**src/rtl/wb_write_arbiter.sv**
```systemverilog
// wb_write_arbiter: collects completed FU results through a round-robin
// arbiter into an in-order FIFO. Up to two entries per cycle drain onto the
// two physical regfile write ports. Back-to-back writes to the same pdest are
// split over two cycles so that the later write always lands last.
module wb_write_arbiter #(
    parameter  int XLEN        = 64,
    parameter  int PREG_NUMBER = 64,
    parameter  int NUM_FU      = 4,
    parameter  int DEPTH       = 8,
    localparam int IDXW        = $clog2(PREG_NUMBER),
    localparam int CNTW        = $clog2(DEPTH) + 1
) (
    input  logic                     clk,
    input  logic                     reset,
    input  logic [NUM_FU-1:0]        fu_valid,
    input  logic [NUM_FU*IDXW-1:0]   fu_pdest,
    input  logic [NUM_FU*XLEN-1:0]   fu_data,
    output logic [NUM_FU-1:0]        fu_ready,
    input  logic                     wb_hold,
    output logic                     wra_en,
    output logic [IDXW-1:0]          wra_idx,
    output logic [XLEN-1:0]          wra_data,
    output logic                     wrb_en,
    output logic [IDXW-1:0]          wrb_idx,
    output logic [XLEN-1:0]          wrb_data,
    output logic [CNTW-1:0]          fifo_cnt
);

    localparam int PTRW = $clog2(DEPTH);
    localparam int RRW  = $clog2(NUM_FU);

    logic [IDXW-1:0] pdest_q [DEPTH];
    logic [IDXW-1:0] pdest_d [DEPTH];
    logic [XLEN-1:0] data_q  [DEPTH];
    logic [XLEN-1:0] data_d  [DEPTH];
    logic [PTRW-1:0] head_q, head_d, tail_q, tail_d, head1_s;
    logic [CNTW-1:0] cnt_q, cnt_d;
    logic [RRW-1:0]  rr_q, rr_d;

    logic [NUM_FU-1:0] ready_s;
    logic [1:0]        max_g_s, n_grant_s, pop_s;
    logic [RRW-1:0]    idx_s, first_s, second_s, last_s;
    logic              take_s, a_en_s, b_en_s;

    // Round-robin grant of up to two FUs, limited by free slots (no drain credit).
    always_comb begin
        ready_s   = '0;
        n_grant_s = 2'd0;
        first_s   = '0;
        second_s  = '0;
        last_s    = rr_q;
        idx_s     = rr_q;
        take_s    = 1'b0;
        if (cnt_q == CNTW'(DEPTH)) begin
            max_g_s = 2'd0;
        end else if (cnt_q == CNTW'(DEPTH - 1)) begin
            max_g_s = 2'd1;
        end else begin
            max_g_s = 2'd2;
        end
        for (int k = 0; k < NUM_FU; k++) begin
            idx_s          = RRW'((int'(rr_q) + k) % NUM_FU);
            take_s         = fu_valid[idx_s] && (n_grant_s < max_g_s);
            ready_s[idx_s] = ready_s[idx_s] | take_s;
            first_s        = (take_s && (n_grant_s == 2'd0)) ? idx_s : first_s;
            second_s       = (take_s && (n_grant_s == 2'd1)) ? idx_s : second_s;
            last_s         = take_s ? idx_s : last_s;
            n_grant_s      = n_grant_s + {1'b0, take_s};
        end
    end

    // Drain decision: A takes the head, B takes head+1 unless it targets the same pdest.
    always_comb begin
        head1_s = head_q + PTRW'(1);
        a_en_s  = !wb_hold && (cnt_q != CNTW'(0));
        b_en_s  = !wb_hold && (cnt_q >= CNTW'(2)) && (pdest_q[head1_s] != pdest_q[head_q]);
        pop_s   = {1'b0, a_en_s} + {1'b0, b_en_s};
    end

    // Write-port outputs, forced to zero whenever the matching enable is low.
    always_comb begin
        fu_ready = ready_s;
        fifo_cnt = cnt_q;
        wra_en   = a_en_s;
        wrb_en   = b_en_s;
        if (a_en_s) begin
            wra_idx  = pdest_q[head_q];
            wra_data = data_q[head_q];
        end else begin
            wra_idx  = '0;
            wra_data = '0;
        end
        if (b_en_s) begin
            wrb_idx  = pdest_q[head1_s];
            wrb_data = data_q[head1_s];
        end else begin
            wrb_idx  = '0;
            wrb_data = '0;
        end
    end

    // Next-state: enqueue granted results in order, advance pointers and arbiter.
    always_comb begin
        pdest_d = pdest_q;
        data_d  = data_q;
        if (n_grant_s != 2'd0) begin
            pdest_d[tail_q] = fu_pdest[int'(first_s)*IDXW +: IDXW];
            data_d[tail_q]  = fu_data[int'(first_s)*XLEN +: XLEN];
            rr_d            = RRW'((int'(last_s) + 1) % NUM_FU);
        end else begin
            rr_d = rr_q;
        end
        if (n_grant_s == 2'd2) begin
            pdest_d[tail_q + PTRW'(1)] = fu_pdest[int'(second_s)*IDXW +: IDXW];
            data_d[tail_q + PTRW'(1)]  = fu_data[int'(second_s)*XLEN +: XLEN];
        end else begin
            pdest_d[tail_q + PTRW'(1)] = pdest_d[tail_q + PTRW'(1)];
        end
        tail_d = tail_q + PTRW'(n_grant_s);
        head_d = head_q + PTRW'(pop_s);
        cnt_d  = cnt_q + CNTW'(n_grant_s) - CNTW'(pop_s);
    end

    // State registers with synchronous reset that discards all buffered entries.
    always_ff @(posedge clk) begin
        if (reset) begin
            head_q <= '0;
            tail_q <= '0;
            cnt_q  <= '0;
            rr_q   <= '0;
            for (int i = 0; i < DEPTH; i++) begin
                pdest_q[i] <= '0;
                data_q[i]  <= '0;
            end
        end else begin
            head_q  <= head_d;
            tail_q  <= tail_d;
            cnt_q   <= cnt_d;
            rr_q    <= rr_d;
            pdest_q <= pdest_d;
            data_q  <= data_d;
        end
    end

endmodule

```
**config.mk**
```make
export PLATFORM = sky130hd
export DESIGN_NAME = wb_write_arbiter
export DESIGN_NICKNAME = d
export VERILOG_FILES = /design/src/rtl/wb_write_arbiter.sv
export SDC_FILE = /design/constraint.sdc
export NUM_CORES = 2
export LEC_CHECK = 0
export ABC_AREA = 1
export CAP_MARGIN = 20
export CORE_ASPECT_RATIO = 0.8
export CORE_MARGIN = 10
export CORE_UTILIZATION = 45
export DETAILED_ROUTE_END_ITERATION = 8
export MAX_ROUTING_LAYER = met4
export PLACE_DENSITY = 0.66
export REMOVE_ABC_BUFFERS = 1
export SLEW_MARGIN = 20
export SYNTH_ARGS = -nofsm -noshare
export SYNTH_HDL_FRONTEND = slang
export SYNTH_SLANG_ARGS = --single-unit
```
**constraint.sdc**
```tcl
create_clock -name clk -period 6.05 [get_ports clk]
set_input_delay 0.9075 -clock clk [delete_from_list [all_inputs] [get_ports clk]]
set_output_delay 0.9075 -clock clk [all_outputs]
set_load 0.01 [all_outputs]
```
==> flow_summary.ini <==
[die]
die_h_um = 291
die_w_um = 359
die_area_mm2 = 0.105
core-area_mm2 = 0.0912
placement_rows = 99
initial_core_util = 0.454
io_pins = 437

[placed_design]
io_buffers = 436
dp_cells = 8262
place_congestion = 0.929
place_hpwl_um = 109000

[global_route]
grtUsageMet2 = 0.521
grt_pass1_vias = 46600
grt_usage = 0.345
overflow = 0
grt_max_degree = 250
globalRouteMet1Util = 0.447
antenna_found_initial = 3
grt_most_used_layer = met2
grt_pass1_wl_um = 283000
use_met3 = 0.0742

[yosys]
synth_fa_ha_area_frac = 0.00876
async_flop_share = 0
synth_edf_count = 0
synthMuxAreaShare = 0
synth_area_mm2 = 0.0414
synthXorXnorAreaFrac = 0.00212
ys_warn_count = 0
synthFlopType = dfxtp_1
yosys.area_share.simple = 0.227
ys_seq_area_frac = 0.277
synth_seq_cells = 572
avgSynthCellArea_um2 = 5.84
synth_cell_type_count = 43
synth_compound_area_frac = 0.363
synth_cells = 7094
synth_top_family_by_area = compound AO/OA/AOI/OAI gates

[sta]
fmax_mhz = 174
finClkSkew_ps = 25.5
hold_violations = 0
tightest_slew_ps = 1150
finalSetupViolCount = 0
hold_slack_ps = 549
rsz0062_at_grt = false
finalSetupTns_ps = 0
slew_viol_final = 0
min_period_ps = 5760
relSlewSlack = 0.234
fin_crit_sh = 0.953

[cts]
cts_buffers = 67
cts_tree = yes
clockRootBuffer = clkbuf_16
clk_path_buf_depth = 3
h-tree-depth = 3
cts_hold_buf = 0
cts_setup_buffers = 0
cts-resized-gates = 0
clock_latency_ps = 650
clock_sinks = 572
clk_pin_slew_ps = 60

[setup_path]
slowest_stage = fa_1
startpoint_type = input port
crit_fanout = 8
worstPathCellList = clkdlybuf4s50_1 -> inv_1 -> nand2_1 -> nand3_1 -> nand2_1 -> nand2_2 -> inv_1 -> o21ai_1 -> nand2_2 -> inv_1 -> ha_1 -> or2_1 -> o211ai_2 -> nand2_4 -> fa_1 -> inv_1 -> o21ai_0 -> nand3_2 -> nand3_2 -> nand2_1 -> nand2_1 -> clkdlybuf4s50_1
crit_path_end_kind = output pin
arrival_ps = 4860
critical_path_class = input port to output pin
crit_required_ps = 5140
max_stage_delay_ps = 580

[final_layout]
design.final.nets = 7432
area_delta_synth_final_pct = 18.4
final_util = 0.538
drive_above_1_share = 0.0550
stdcell_count = 8384
n_fill_cell = 9175

[route]
wirelength_um = 188000
dr.pass1.iters = 8
num_vias = 51200
drc = 0
ant_nets = 0
vias_per_cell = 6.11
routedWlPerCell_um = 22.5
drt_iter0_markers = 7276

[flow_run]
cap_violations = 0

[min_path]
hp-class = flop to flop

[status]
status = completed
layout by cell type (no fill, tap or decap), types with 4 or more instances in the layout:
cell type	n
nand2_1	1735
a21oi_1	1401
o21ai_0	1027
inv_1	580
dfxtp_1	570
clkdlybuf4s50_1	435
nand3_1	367
nor2_1	181
o21ai_1	131
o211ai_1	96
inv_2	75
buf_4	73
clkbuf_16	69
a31oi_1	65
a32oi_1	64
buf_12	64
o22ai_1	29
ha_1	20
clkbuf_8	17
clkbuf_1	17
nand2_2	15
clkinv_2	14
o21a_1	10
a221oi_1	10
nand3_2	7
inv_4	7
xor2_1	7
o211ai_2	7
nor3_2	7
nor2_4	7
nand4_1	5
nand2_4	5
fa_1	5
nor3_1	4
cell families after synthesis:
kind of cell / after synthesis
fa+ha+maj: 26
buf+inv: 1290
xor+xnor: 10
simple gates: 2342
flops: 572
compound gates: 2854
critical path, delay by kind of cell:
kind | cells | cell delay, ps
buffers and inverters | 6 | 1360
AND/OR/NAND/NOR | 11 | 1390
AO/OA/AOI/OAI | 3 | 370
adder cells (fa/ha/maj) | 2 | 800
state kept, by name (all words and copies together), names as in the netlist:
| signal | count |
|---|---|
| head_q | 3 |
| data_q | 512 |
| tail_q | 3 |
| rr_q | 2 |
| fifo_cnt | 4 |
| pdest_q | 48 |
path summary, 6_finish.rpt:
check                            startpoint     endpoint  slack, ps  cells past startpoint
worst min register to register  data_q[191]  data_q[191]        550                      2
worst max-delay path            fu_valid[3]  fu_ready[1]        290                     22
worst min-delay path            data_q[191]  data_q[191]        550                      2
worst max register to register      rr_q[1]  data_q[198]        680                     25
area by class of cell:
cell class	instances	area [µm²]	area share
Antenna cell	3	7.51	0.000153
Timing Repair Buffer	573	6190	0.126
Sequential cell	572	11500	0.234
Clock inverter	16	145	0.00296
Multi-Input combinational cell	5232	25100	0.512
Tap cell	1212	1520	0.0309
Inverter	673	2570	0.0524
Clock buffer	103	2020	0.0413
synthesized netlist by cell type, drive strengths merged, types with 5 or more instances:
cell type,instances,area (µm²)
a21oi,1402,7030
a221oi,10,87.6
a31oi,66,413
a32oi,64,561
buf,145,749
clkbuf,472,1770
clkinv,8,30.0
dfxtp,572,11500
fa,5,100
ha,21,263
inv,665,2500
nand2,1757,6640
nand3,375,1910
nand4,5,31.3
nor2,190,721
nor3,12,85.1
o211ai,103,808
o21a,10,75.1
o21ai,1160,5810
o22ai,29,181
xor2,7,61.3
through the flow:
step | area (µm²) | worst slack (ps)
3_3_place_gp | 46800 | 165
2_1_floorplan | 38900 | -25910
6_report | 49000 | 287
3_5_place_dp | 46800 | 33.0
5_1_grt | 49000 | 5.72
4_1_cts | 49000 | 229
routing by layer:
| layer | vias up | wire length, µm |
|---|---|---|
| met5 | - | 0 |
| met4 | 0 | 7410 |
| met3 | 550 | 23500 |
| met2 | 3435 | 81500 |
| met1 | 23400 | 75800 |
| li1 | 23900 | - |
Power is left out: the tool's default activity adds up to more than one toggle a clock period on the data nets, which glitch-free logic cannot reach.
